### config.mk
export PLATFORM = sky130hd
export DESIGN_NAME = bdt_tree_scheduler
export DESIGN_NICKNAME = d
export VERILOG_FILES = /design/src/rtl/bdt_tree_scheduler.sv
export SDC_FILE = /design/constraint.sdc
export NUM_CORES = 1
export LEC_CHECK = 0
export CELL_PAD_IN_SITES_DETAIL_PLACEMENT = 0
export CELL_PAD_IN_SITES_GLOBAL_PLACEMENT = 2
export CORE_MARGIN = 2
export CORE_UTILIZATION = 33
export CTS_BUF_LIST = sky130_fd_sc_hd__clkbuf_4 sky130_fd_sc_hd__clkbuf_8
export DETAILED_ROUTE_END_ITERATION = 10
export HOLD_SLACK_MARGIN = 0.08
export MAX_ROUTING_LAYER = met4
export PLACE_DENSITY_LB_ADDON = 0.15
export SKIP_CTS_REPAIR_TIMING = 1
export SYNTH_ARGS = -nofsm -noshare
export SYNTH_HDL_FRONTEND = slang
export SYNTH_SLANG_ARGS = --single-unit
### constraint.sdc
create_clock -name clock -period 4.38 [get_ports clock]
set_clock_uncertainty 0.2 [all_clocks]
set_input_delay 0.876 -clock clock [delete_from_list [all_inputs] [get_ports clock]]
set_output_delay 0.876 -clock clock [all_outputs]
set_load 0.01 [all_outputs]
### src/rtl/bdt_tree_scheduler.sv
// Time-multiplexes one shared decision_function evaluator across NUM_TREES trees and
// accumulates the per-tree scores with saturation into a valid/ready ensemble output.
//
// state | meaning
// IDLE  | waiting for a sample, in_ready high
// ISSUE | tree_start held for tree idx until tree_ready
// WAIT  | start accepted, waiting for tree_done or the wait timeout
// DONE  | out_valid held with the ensemble sum until out_ready
module bdt_tree_scheduler #(
    parameter int NUM_TREES = 8,
    parameter int SCORE_W   = 18,
    parameter int ACC_W     = 24,
    parameter int TIMEOUT   = 1023,
    parameter int ID_W      = (NUM_TREES > 1) ? $clog2(NUM_TREES) : 1
) (
    input  logic                      clock,
    input  logic                      reset,
    input  logic                      in_valid,
    output logic                      in_ready,
    output logic                      tree_start,
    output logic [ID_W-1:0]           tree_id,
    input  logic                      tree_ready,
    input  logic                      tree_done,
    input  logic signed [SCORE_W-1:0] tree_score,
    output logic                      out_valid,
    input  logic                      out_ready,
    output logic signed [ACC_W-1:0]   out_score,
    output logic                      busy,
    output logic                      err_timeout
);
    localparam int TMO_W = (TIMEOUT > 1) ? $clog2(TIMEOUT) : 1;
    localparam logic [TMO_W-1:0] TMO_LOAD = TMO_W'((TIMEOUT > 0) ? TIMEOUT - 1 : 0);
    localparam logic [ID_W-1:0] LAST_ID = ID_W'(NUM_TREES - 1);

    typedef enum logic [1:0] {IDLE, ISSUE, WAIT, DONE} state_t;

    state_t                  state;
    logic [ID_W-1:0]         idx;
    logic signed [ACC_W-1:0] acc;
    logic [TMO_W-1:0]        wait_cnt;
    logic                    tmo_hit;
    logic                    step;

    // One extra bit of headroom makes overflow visible as a sign disagreement.
    function automatic logic signed [ACC_W-1:0] sat_add(
        input logic signed [ACC_W-1:0]   a,
        input logic signed [SCORE_W-1:0] s
    );
        logic signed [ACC_W:0] sum;
        sum = {a[ACC_W-1], a} + {{(ACC_W + 1 - SCORE_W){s[SCORE_W-1]}}, s};
        if (sum[ACC_W] != sum[ACC_W-1]) begin
            return sum[ACC_W] ? {1'b1, {(ACC_W-1){1'b0}}} : {1'b0, {(ACC_W-1){1'b1}}};
        end
        return sum[ACC_W-1:0];
    endfunction

    // wait_cnt counts down from TIMEOUT-1, so terminal count lands on the T-th WAIT cycle.
    assign tmo_hit   = (TIMEOUT != 0) && (wait_cnt == '0);
    assign step      = ((state == WAIT) && (tree_done || tmo_hit)) ||
                       ((state == ISSUE) && tree_ready && tree_done);
    assign tree_id   = idx;
    assign out_score = acc;

    always_ff @(posedge clock) begin
        if (reset) begin
            state       <= IDLE;
            idx         <= '0;
            acc         <= '0;
            wait_cnt    <= '0;
            in_ready    <= 1'b1;
            tree_start  <= 1'b0;
            out_valid   <= 1'b0;
            busy        <= 1'b0;
            err_timeout <= 1'b0;
        end else begin
            case (state)
                IDLE: begin
                    if (in_valid) begin
                        acc        <= '0;
                        idx        <= '0;
                        state      <= ISSUE;
                        in_ready   <= 1'b0;
                        tree_start <= 1'b1;
                        busy       <= 1'b1;
                    end
                end
                ISSUE, WAIT: begin
                    if (step) begin
                        if (tree_done) begin
                            acc <= sat_add(acc, tree_score);
                        end else begin
                            err_timeout <= 1'b1;
                        end
                        if (idx == LAST_ID) begin
                            state      <= DONE;
                            tree_start <= 1'b0;
                            out_valid  <= 1'b1;
                        end else begin
                            idx        <= idx + 1'b1;
                            state      <= ISSUE;
                            tree_start <= 1'b1;
                        end
                    end else if ((state == ISSUE) && tree_ready) begin
                        state      <= WAIT;
                        tree_start <= 1'b0;
                        wait_cnt   <= TMO_LOAD;
                    end else if (state == WAIT) begin
                        wait_cnt <= wait_cnt - 1'b1;
                    end
                end
                DONE: begin
                    if (out_ready) begin
                        state     <= IDLE;
                        out_valid <= 1'b0;
                        busy      <= 1'b0;
                        in_ready  <= 1'b1;
                    end
                end
                default: state <= IDLE;
            endcase
        end
    end
endmodule

## After elaboration in Yosys (flattened, before gate mapping)

Cells that the tools add are included.
W data, S select, Z words.

| operators by class | value |
|---|---|
| add/subtract/negate cells | 3 |
| multipliers | 0 |
| divide/modulo/power cells | 0 |
| magnitude comparators | 0 |
| eq/ne operators | 12 |
| shifts and indexed selects | 0 |
| muxes and demuxes | 37 |
| bitwise operators | 2 |
| reductions and logical operators | 20 |

Operator list:

| kind | count |
|---|---|
| $mux W24 | 6 |
| $pmux W24 S2 | 1 |
| $add A24 B18 Y25 | 1 |
| $mux W10 | 2 |
| $reduce_and A3 Y1 | 5 |
| $mux W1 | 14 |
| $ne A2 B2 Y1 const B | 6 |
| $reduce_and A4 Y1 | 3 |
| $logic_not A10 Y1 | 1 |
| $mux W2 | 5 |
| $sub A10 B1 Y10 const B | 1 |
| $mux W3 | 3 |
| $pmux W1 S2 | 4 |
| $reduce_bool A2 Y1 | 4 |
| $pmux W2 S3 | 1 |
| $pmux W3 S2 | 1 |
| $eq A2 B2 Y1 const B | 2 |
| $add A3 B1 Y3 const B | 1 |
| $eq A3 B3 Y1 const B | 1 |
| $logic_and A1 B1 Y1 | 3 |
| $ne A3 B3 Y1 const B | 1 |
| $eq A2 B1 Y1 const B | 1 |
| $logic_not A2 Y1 | 1 |
| $logic_or A1 B1 Y1 | 2 |
| 3 further kinds | 4 |

| storage, ports and cells | value |
|---|---|
| bits in registers | 44 |
| bits in latches | 0 |
| memory bits (writable) | 0 |
| memory bits (read-only) | 0 |
| input bits | 24 |
| output and inout port bits | 32 |
| word-level logic and storage cells | 83 |
| memories kept | 0 |

## Logic depth before layout (Yosys ltp)

Gate-level depths: netlist (run 1).

| depth | value |
|---|---|
| depth after elaboration | 11 |
| mapped depth | 11 |
| depth with buffers taken out | 9 |

## Worst setup path after synthesis (run 1)

Ideal clock, no wire load.

| timing path | value |
|---|---|
| kind | in2reg |
| from | input tree_score[0] |
| to | register acc[0], in the netlist out_score[0] |
| setup time | 119 ps |
| arrival | 3109 ps |
| data required time | 4061 ps |
| setup slack | 952 ps |
| cell stages on the path | 10 |
| buffers on the path | 1 |
| cell sequence | ha_1 fa_1 a211o_1 a211oi_1 nor4_1 o21ai_0 o311ai_2 nand2_1 buf_2 o21ai_1 |

| between the ends | value |
|---|---|
| longest elaborated chain between the ends | 11 |
| elaborated cells between the ends (all ways) | 13 |
| classes of those cells | add/sub (1); eq/ne (1); mux (11) |

Ends and longest elaborated chain:

| element | line | RTL |
|---|---|---|
| start, declared | 24 | `input logic signed [SCORE_W-1:0] tree_score,` |
| $add A24 B18 Y25 * | 50 | `sum = {a[ACC_W-1], a} + {{(ACC_W + 1 - SCORE_W){s[SCORE_W-1]}}, s};` |
| $ne A1 B1 Y1 | 51 | `if (sum[ACC_W] != sum[ACC_W-1]) begin` |
| $mux W1 | 51 |  |
| $mux W1 | 89 | `if (tree_done) begin` |
| $mux W1 | 88 | `if (step) begin` |
| $mux W1 | 76 | `case (state)` |
| $mux W1 | 65 | `if (reset) begin` |
| $mux W24 * | 54 | `return sum[ACC_W-1:0];` |
| $mux W24 * | 89 |  |
| $mux W24 * | 88 |  |
| $pmux W24 S2 * | 76 |  |
| end signal, assigned | 90 | `acc <= sat_add(acc, tree_score);` |
| end, declared | 39 | `logic signed [ACC_W-1:0] acc;` |

Mark *: on every way between the ends. The rest lies on a longest branch, timed or not. The select of a mux whose other input is x is not followed.
A chain may end at the register's enable or synchronous reset.

## Worst setup path in the final report (run 1)

| timing path | value |
|---|---|
| from | input tree_score[17] |
| to | register acc[10], in the netlist out_score[10] |

Same word-level chain as after synthesis.

==> results of run 1 <==
==> registers in the layout (all words and copies together) (netlist names) <==
signal / cells
err_timeout: 1
in_ready: 1
tree_id: 3
out_score: 24
wait_cnt: 10
busy: 1
state: 2
tree_start: 1
out_valid: 1
==> metrics by stage <==
step | setup slack (ps) | std cells | power, mW
after floorplan | 952 | 399 | 0.719
after global placement | 82.0 | 577 | 0.850
after detailed placement | 53.6 | 577 | 0.850
after CTS | 372 | 584 | 1.23
after global routing | 5.09 | 584 | 1.29
final | 399 | 584 | 1.22
==> worst max-delay path: cells and delay by family <==
kind	cells	cell delay [ps]
compound gates	5	1650
simple gates	2	430
buf+inv	1	580
fa+ha+maj	1	450
==> how the worst min path moves through the flow <==
| stage | from | end | slack, ps | cells after the start |
|---|---|---|---|---|
| global placement | out_score[0]$_SDFFE_PP0P_ | out_score[0]$_SDFFE_PP0P_ | 260 | 2 |
| finish | out_score[18]$_SDFFE_PP0P_ | out_score[18]$_SDFFE_PP0P_ | 280 | 2 |
| global route | out_score[16]$_SDFFE_PP0P_ | out_score[16]$_SDFFE_PP0P_ | 300 | 2 |
| CTS | out_score[16]$_SDFFE_PP0P_ | out_score[16]$_SDFFE_PP0P_ | 280 | 2 |
| detailed placement | out_score[16]$_SDFFE_PP0P_ | out_score[16]$_SDFFE_PP0P_ | 270 | 2 |
| floorplan | wait_cnt[0]$_SDFFE_PP0P_ | wait_cnt[0]$_SDFFE_PP0P_ | 240 | 2 |
==> cell usage after synthesis, types with 2 or more instances <==
| master | count |
|---|---|
| a21oi_1 | 45 |
| nand2_1 | 41 |
| a211o_1 | 3 |
| or4_1 | 2 |
| clkbuf_1 | 10 |
| ha_1 | 32 |
| o21ai_0 | 17 |
| o21ai_1 | 10 |
| xor2_1 | 10 |
| dfxtp_1 | 44 |
| o41ai_1 | 2 |
| clkbuf_2 | 2 |
| nand4_1 | 7 |
| or3_1 | 2 |
| nand3_1 | 4 |
| nor3b_1 | 2 |
| xnor2_1 | 17 |
| nand2b_1 | 2 |
| buf_6 | 2 |
| o211ai_1 | 6 |
| a211oi_1 | 6 |
| a31oi_1 | 4 |
| nor2_1 | 25 |
| and2_1 | 4 |
| a221oi_2 | 2 |
| nor3_1 | 17 |
| buf_2 | 4 |
| a21o_1 | 12 |
| o211ai_2 | 3 |
| inv_1 | 13 |
| a221oi_1 | 11 |
| and3_1 | 2 |
| o21bai_1 | 3 |
==> logic make-up after synthesis <==
kind of cell               after synthesis  share of synthesized area [%]
AOI/OAI and AO/OA                      145                           31.5
xor gates and xnor gates                27                           7.17
adders and majority gates               33                           12.7
buffers and inverters                   31                           4.21
DFF                                     44                           26.7
muxes                                    1                          0.303
and+or+nand+nor                        118                           17.4
==> per-layer routing <==
layer	vias to the layer above	part of all wire (%)	track usage [%]
li1	1606	-	-
met1	1467	50	24.3
met2	84	44	27.1
met3	17	4.3	3.13
met4	0	2.4	6.08
met5	-	0	-
==> area by class of cell <==
type,instances,area [um^2]
well taps,133,166
repair buffers,63,623
flip-flops and latches,44,881
fillers,1017,5600
multi-input cells,324,2280
inverters,13,48.8
clock inverters,2,60.1
clock buffers,5,68.8
==> power breakdown <==
group | leakage [nW] | internal [mW] | switching (mW)
logic | 1.23 | 0.169 | 0.221
registers | 0.357 | 0.426 | 0.0244
clock network | 0.0642 | 0.225 | 0.152
total | 1.65 | 0.820 | 0.397
==> out/metrics.csv, run 1 <==
stage,metric,value,unit
setup_path,"Largest stage delay, worst path",580,ps
synth,"FF+latch count, synth",44,
power,Pleak,1.65,nW
timing,final setup violation count,0,
setup_path,Critical Path Source,tree_score[17],
setup_path,Worst R2R Setup Slack,1170,ps
die,Initial Utilization,33.9,%
routing,Vias,3174,
synth,Area contributors post-synth,"dfxtp_1 27%, ha_1 12%, a21oi_1 6.8%, nand2_1 4.7%, xnor2_1 4.5%",
global_routing,vias in the first global route,3176,
final_layout,nets,508,
setup_path,Worst path slowest cell,clkdlybuf4s50_1,
cts,CTS tree,yes,
die,Die Ht,104,um
synth,count of cell types in the netlist,66,
synth,Post-synth EDFFs,0,
die,row count,36,
flow_run,MaxCap Viol Count,0,
final_layout,fin util,42.4,%
routing,1st-iter DRT viols,115,
timing,Peak Freq,251,MHz
final_layout,most frequent cells in the layout,"55 x clkdlybuf4s50_1, 45 x a21oi_1, 44 x dfxtp_1, 41 x nand2_1, 32 x ha_1",
timing,Slew HR,32.8,%
setup_path,CP endpoint kind,flip-flop,
final_layout,"commonest non-fill, non-tap cell in the layout",clkdlybuf4s50_1,
synth,Yosys top cell area share,26.7,%
synth,yosys warns,0,
die,Die Width,104,um
timing,post-route clock period utilization,90.9,%
setup_path,"most used cell, CP",a221oi_1,
setup_path,Crit Reg-Reg Endpoint,out_score[10]$_SDFFE_PP0P_,
setup_path,Setup CP Type,primary input to flip-flop,
setup_path,crit path to,out_score[10]$_SDFFE_PP0P_,
die,I/O pins,56,
timing,final hold viol count,0,
global_routing,antenna violations before repair,0,
synth,Post-Synthesis Cell Area,0.00330,mm^2
final_layout,"Design Area, Final",0.00413,mm^2
timing,slew of the pin with the lowest slew margin,1000,ps
global_routing,first-pass GRT wire length,15500,um
synth,post-synthesis cell count,399,
timing,final setup TNS,0,ps
synth,Avg Inst Size Synth,8.27,um^2
routing,routed vias/inst,5.43,
synth,Mapped Nets,456,
cts,clk slew on worst S/H paths,90,ps
timing,hold slack,279,ps
global_routing,GRT overflow,0,
routing,Avg WL per Cell,15.9,um
routing,Residual DRC,0,
cts,clock latency on the worst-skew pair,300,ps
placement,HPWL Detailed,7170,um
synth,Post-synth ARST share,0,%
cts,CTS HTree Levels,2,
placement,Post-DP Area,0.00400,mm^2
routing,drt pass-1 iters,4,
cts,Num Clock Sinks,44,
setup_path,CP max FO,10,
placement,GP Congestion,0.893,
final_layout,share of cells above drive strength 1,7.54,%
cts,Bufs on Longest Clock Path,2,
die,Core ar.,0.00973,mm^2
cts,number of buffers created by CTS,5,
power,P per Cell Area,295,mW/mm^2
global_routing,largest net degree at the start of global routing,33,
final_layout,P&R area growth vs syn,25.1,%
setup_path,crit path launch type,primary input,
final_layout,antenna fix cells,0,
synth,"Seq/Total Area, Yosys",26.7,%
status,status,finished clean,
synth,Synth Flop Type,dfxtp_1,
routing,"antenna viol nets, final",0,
synth,leading area contributor after synthesis,dfxtp_1,
routing,final WL,9280,um
hold_path,type of the most critical hold path,flip-flop to flip-flop,
setup_path,CP required,4390,ps
die,die area,0.0108,mm^2
setup_path,reg2reg start,out_score[0]$_SDFFE_PP0P_,
setup_path,Worst Reg-to-Reg Cells,9,
setup_path,critical-path cell list,clkdlybuf4s50_1 -> ha_1 -> and3_1 -> and2_1 -> a221oi_1 -> o41ai_4 -> o311ai_2 -> o2111ai_2 -> a221oi_1,
timing,max-slew violation count,0,
timing,Tmin final,3980,ps
timing,RSZ-0062 raised after global routing,false,
placement,Port Buffers,55,
cts,CTS root buf,clkbuf_8,
power,worst vdd ir,0.000117,V
global_routing,GRT Total Usage,18.0,%
setup_path,Critical Path AT,3990,ps
No activity file was read; power rests on OpenSTA's default activity.
==> run 2, diff against run 1 <==
--- a/config.mk
+++ b/config.mk
@@ -5,14 +5,14 @@
 export SDC_FILE = /design/constraint.sdc
 export NUM_CORES = 1
 export LEC_CHECK = 0
+export ABC_AREA = 1
 export CELL_PAD_IN_SITES_DETAIL_PLACEMENT = 0
 export CELL_PAD_IN_SITES_GLOBAL_PLACEMENT = 2
 export CORE_MARGIN = 2
-export CORE_UTILIZATION = 33
+export CORE_UTILIZATION = 30
 export CTS_BUF_LIST = sky130_fd_sc_hd__clkbuf_4 sky130_fd_sc_hd__clkbuf_8
 export DETAILED_ROUTE_END_ITERATION = 10
 export HOLD_SLACK_MARGIN = 0.08
-export MAX_ROUTING_LAYER = met4
 export PLACE_DENSITY_LB_ADDON = 0.15
 export SKIP_CTS_REPAIR_TIMING = 1
 export SYNTH_ARGS = -nofsm -noshare
==> run 2 against run 1 <==
Power rose to 2.6 times the previous value. Register-to-register slack better by 260 ps. Via count up 23%. Combinational power rose to 5.7 times the previous value. Non-clock buffer count down 2. Synthesized cell count up 55%. Highest routed layer unchanged.
==> out/metrics.csv, run 2 <==
stage,metric,value,unit
cts,clk slew on worst S/H paths,90,ps
timing,RSZ-0062 raised after global routing,false,
timing,final setup TNS,0,ps
cts,clock latency on the worst-skew pair,320,ps
final_layout,most frequent cells in the layout,"197 x nand2_1, 77 x inv_1, 60 x a21oi_1, 54 x clkdlybuf4s50_1, 44 x dfxtp_1",
power,NetSw,1.62,mW
final_layout,P&R area growth vs syn,21.7,%
synth,yosys warns,0,
final_layout,filler cell count in the final layout,1468,
final_layout,fin util,37.4,%
setup_path,CP max FO,21,
synth,Post-synth EDFFs,0,
hold_path,worst hold start,tree_start$_SDFFE_PP0P_,
placement,HPWL Detailed,8990,um
timing,Peak Freq,278,MHz
timing,Tmin final,3590,ps
timing,Slew HR,65.0,%
die,I/O pins,56,
setup_path,CP required,4380,ps
die,Core ar.,0.0127,mm^2
final_layout,"commonest non-fill, non-tap cell in the layout",nand2_1,
setup_path,critical-path cell list,clkdlybuf4s50_1 -> ha_1 -> fa_1 -> nand2_1 -> nand2_1 -> nand3_1 -> nand2_1 -> nand2_2 -> nand3_2 -> nand2_1 -> nand2_2 -> nand2_2 -> nand3_1 -> nand2_1 -> a21oi_2,
synth,leading area contributor after synthesis,dfxtp_1,
final_layout,antenna fix cells,0,
setup_path,Worst path slowest cell,fa_1,
synth,Post-Synthesis Cell Area,0.00389,mm^2
setup_path,Worst Reg-to-Reg Cells,14,
setup_path,crit path launch type,primary input,
routing,routed vias/inst,4.61,
routing,final WL,11400,um
cts,CTS root buf,clkbuf_8,
hold_path,Worst Hold End,tree_start$_SDFFE_PP0P_,
timing,final hold viol count,0,
placement,placed instance count,837,
cts,Num Clock Sinks,44,
synth,"Seq/Total Area, Yosys",22.6,%
final_layout,Final Non-Filler Cells,845,
flow_run,MaxCap Viol Count,0,
setup_path,"most used cell, CP",nand2_1,
timing,post-route clock period utilization,82.1,%
timing,Final WS setup,786,ps
setup_path,"Largest stage delay, worst path",480,ps
synth,Yosys top cell area share,22.6,%
synth,Post-synth ARST share,0,%
placement,"worst slack, placed",454,ps
status,status,finished clean,
global_routing,largest net degree at the start of global routing,42,
setup_path,Critical Path AT,3590,ps
die,Die Ht,118,um
setup_path,Crit Reg-Reg Endpoint,out_score[16]$_SDFFE_PP0P_,
routing,drt pass-1 iters,4,
routing,1st-iter DRT viols,129,
die,die area,0.0139,mm^2
cts,Bufs on Longest Clock Path,2,
synth,"FF+latch count, synth",44,
power,share of power burned in the clock network,11.0,%
die,row count,41,
power,worst vdd ir,0.000282,V
global_routing,GRT Total Usage,17.0,%
placement,GP Congestion,0.889,
cts,CTS HTree Levels,2,
global_routing,first-pass GRT wire length,19200,um
routing,"antenna viol nets, final",0,
power,Pleak,2.18,nW
placement,Post-DP Area,0.00462,mm^2
synth,Area contributors post-synth,"dfxtp_1 23%, nand2_1 19%, ha_1 10%, a21oi_1 7.7%, inv_1 7.4%",
synth,most frequent cells after synthesis,"197 x nand2_1, 77 x inv_1, 60 x a21oi_1, 44 x dfxtp_1, 41 x nor2_1",
synth,Avg Inst Size Synth,6.29,um^2
synth,post-synthesis cell count,619,
global_routing,GRT overflow,0,
synth,Synth Flop Type,dfxtp_1,
cts,CTS tree,yes,
synth,count of cell types in the netlist,37,
final_layout,share of cells above drive strength 1,8.02,%
timing,hold slack,270,ps
hold_path,hold path cells,2,
power,P per Cell Area,678,mW/mm^2
final_layout,"Design Area, Final",0.00474,mm^2
power,cell-internal power,1.59,mW
cts,number of buffers created by CTS,5,
timing,final setup violation count,0,
timing,max-slew violation count,0,
final_layout,nets,729,
routing,Avg WL per Cell,13.5,um
setup_path,Setup CP Type,primary input to flip-flop,
global_routing,antenna violations before repair,0,
setup_path,CP endpoint kind,flip-flop,
hold_path,type of the most critical hold path,flip-flop to flip-flop,
synth,Mapped Nets,676,
final_layout,max reg flops,24,
power,Reg power frac,20.2,%
power,Final Power,3.21,mW
setup_path,Worst R2R Setup Slack,1430,ps
die,Die Width,118,um
power,Switching Share,50.6,%
power,combinational power share,68.8,%
timing,slew of the pin with the lowest slew margin,525,ps
synth,top-count cell post-synth,nand2_1,
routing,Residual DRC,0,
die,Initial Utilization,30.7,%
routing,Vias,3897,
global_routing,vias in the first global route,3955,
setup_path,reg2reg start,out_score[0]$_SDFFE_PP0P_,
placement,Port Buffers,55,
## run 2: worst max-delay path by stage
stage                       start                         end  slack (ps)  cells past startpoint
finish              tree_score[0]  out_score[16]$_SDFFE_PP0P_         790                     15
global route        tree_score[0]  out_score[14]$_SDFFE_PP0P_         610                     15
CTS                 tree_score[0]  out_score[16]$_SDFFE_PP0P_         810                     15
detailed placement  tree_score[0]  out_score[16]$_SDFFE_PP0P_         450                     15
global placement    tree_score[0]   out_score[8]$_SDFFE_PP0P_         490                     15
floorplan           tree_score[0]  out_score[10]$_SDFFE_PP0P_        1470                     15
## run 2: metal layers
metal	part of all wire (%)	GRT usage (%)	wire length, um
met2	49	29.7	5590
met1	45	20.7	5190
met4	1.9	5.20	215
met5	0	0	0
met3	3.7	4.02	427
## run 2: area by class of cell
| cell class | count | area [um^2] | area share (%) |
|---|---|---|---|
| Tap cell | 172 | 215 | 4.54 |
| Inverter | 80 | 300 | 6.33 |
| Timing Repair Buffer | 61 | 603 | 12.7 |
| Multi-Input combinational cell | 480 | 2620 | 55.3 |
| Sequential cell | 44 | 881 | 18.6 |
| Clock inverter | 2 | 38.8 | 0.818 |
| Clock buffer | 6 | 82.6 | 1.74 |
## run 2: logic make-up (layout without fill, tap and decap cells)
group           count (synthesis)  in the layout  share of synthesized area [%]
simple gates                  329            329                           37.4
compound gates                 98             98                           14.6
buf+inv                        95            149                           10.1
flops                          44             44                           22.6
fa+ha+maj                      33             33                           10.8
xor+xnor                       20             20                           4.50
## run 2: power groups by stage
stage	Sequential [mW]	Combinational [mW]	Clock, mW
after floorplan	0.682	1.59	0
after global placement	0.657	2.23	0
after detailed placement	0.660	2.24	0
after CTS	0.651	2.25	0.375
after global routing	0.671	2.51	0.392
final	0.649	2.21	0.354
## run 2: worst max-delay path: cells and delay by family
kind | cells | cell delay [ps]
buffers and inverters | 1 | 410
adder cells (fa/ha/maj) | 2 | 750
AND/OR/NAND/NOR | 11 | 1490
AO/OA/AOI/OAI | 1 | 50
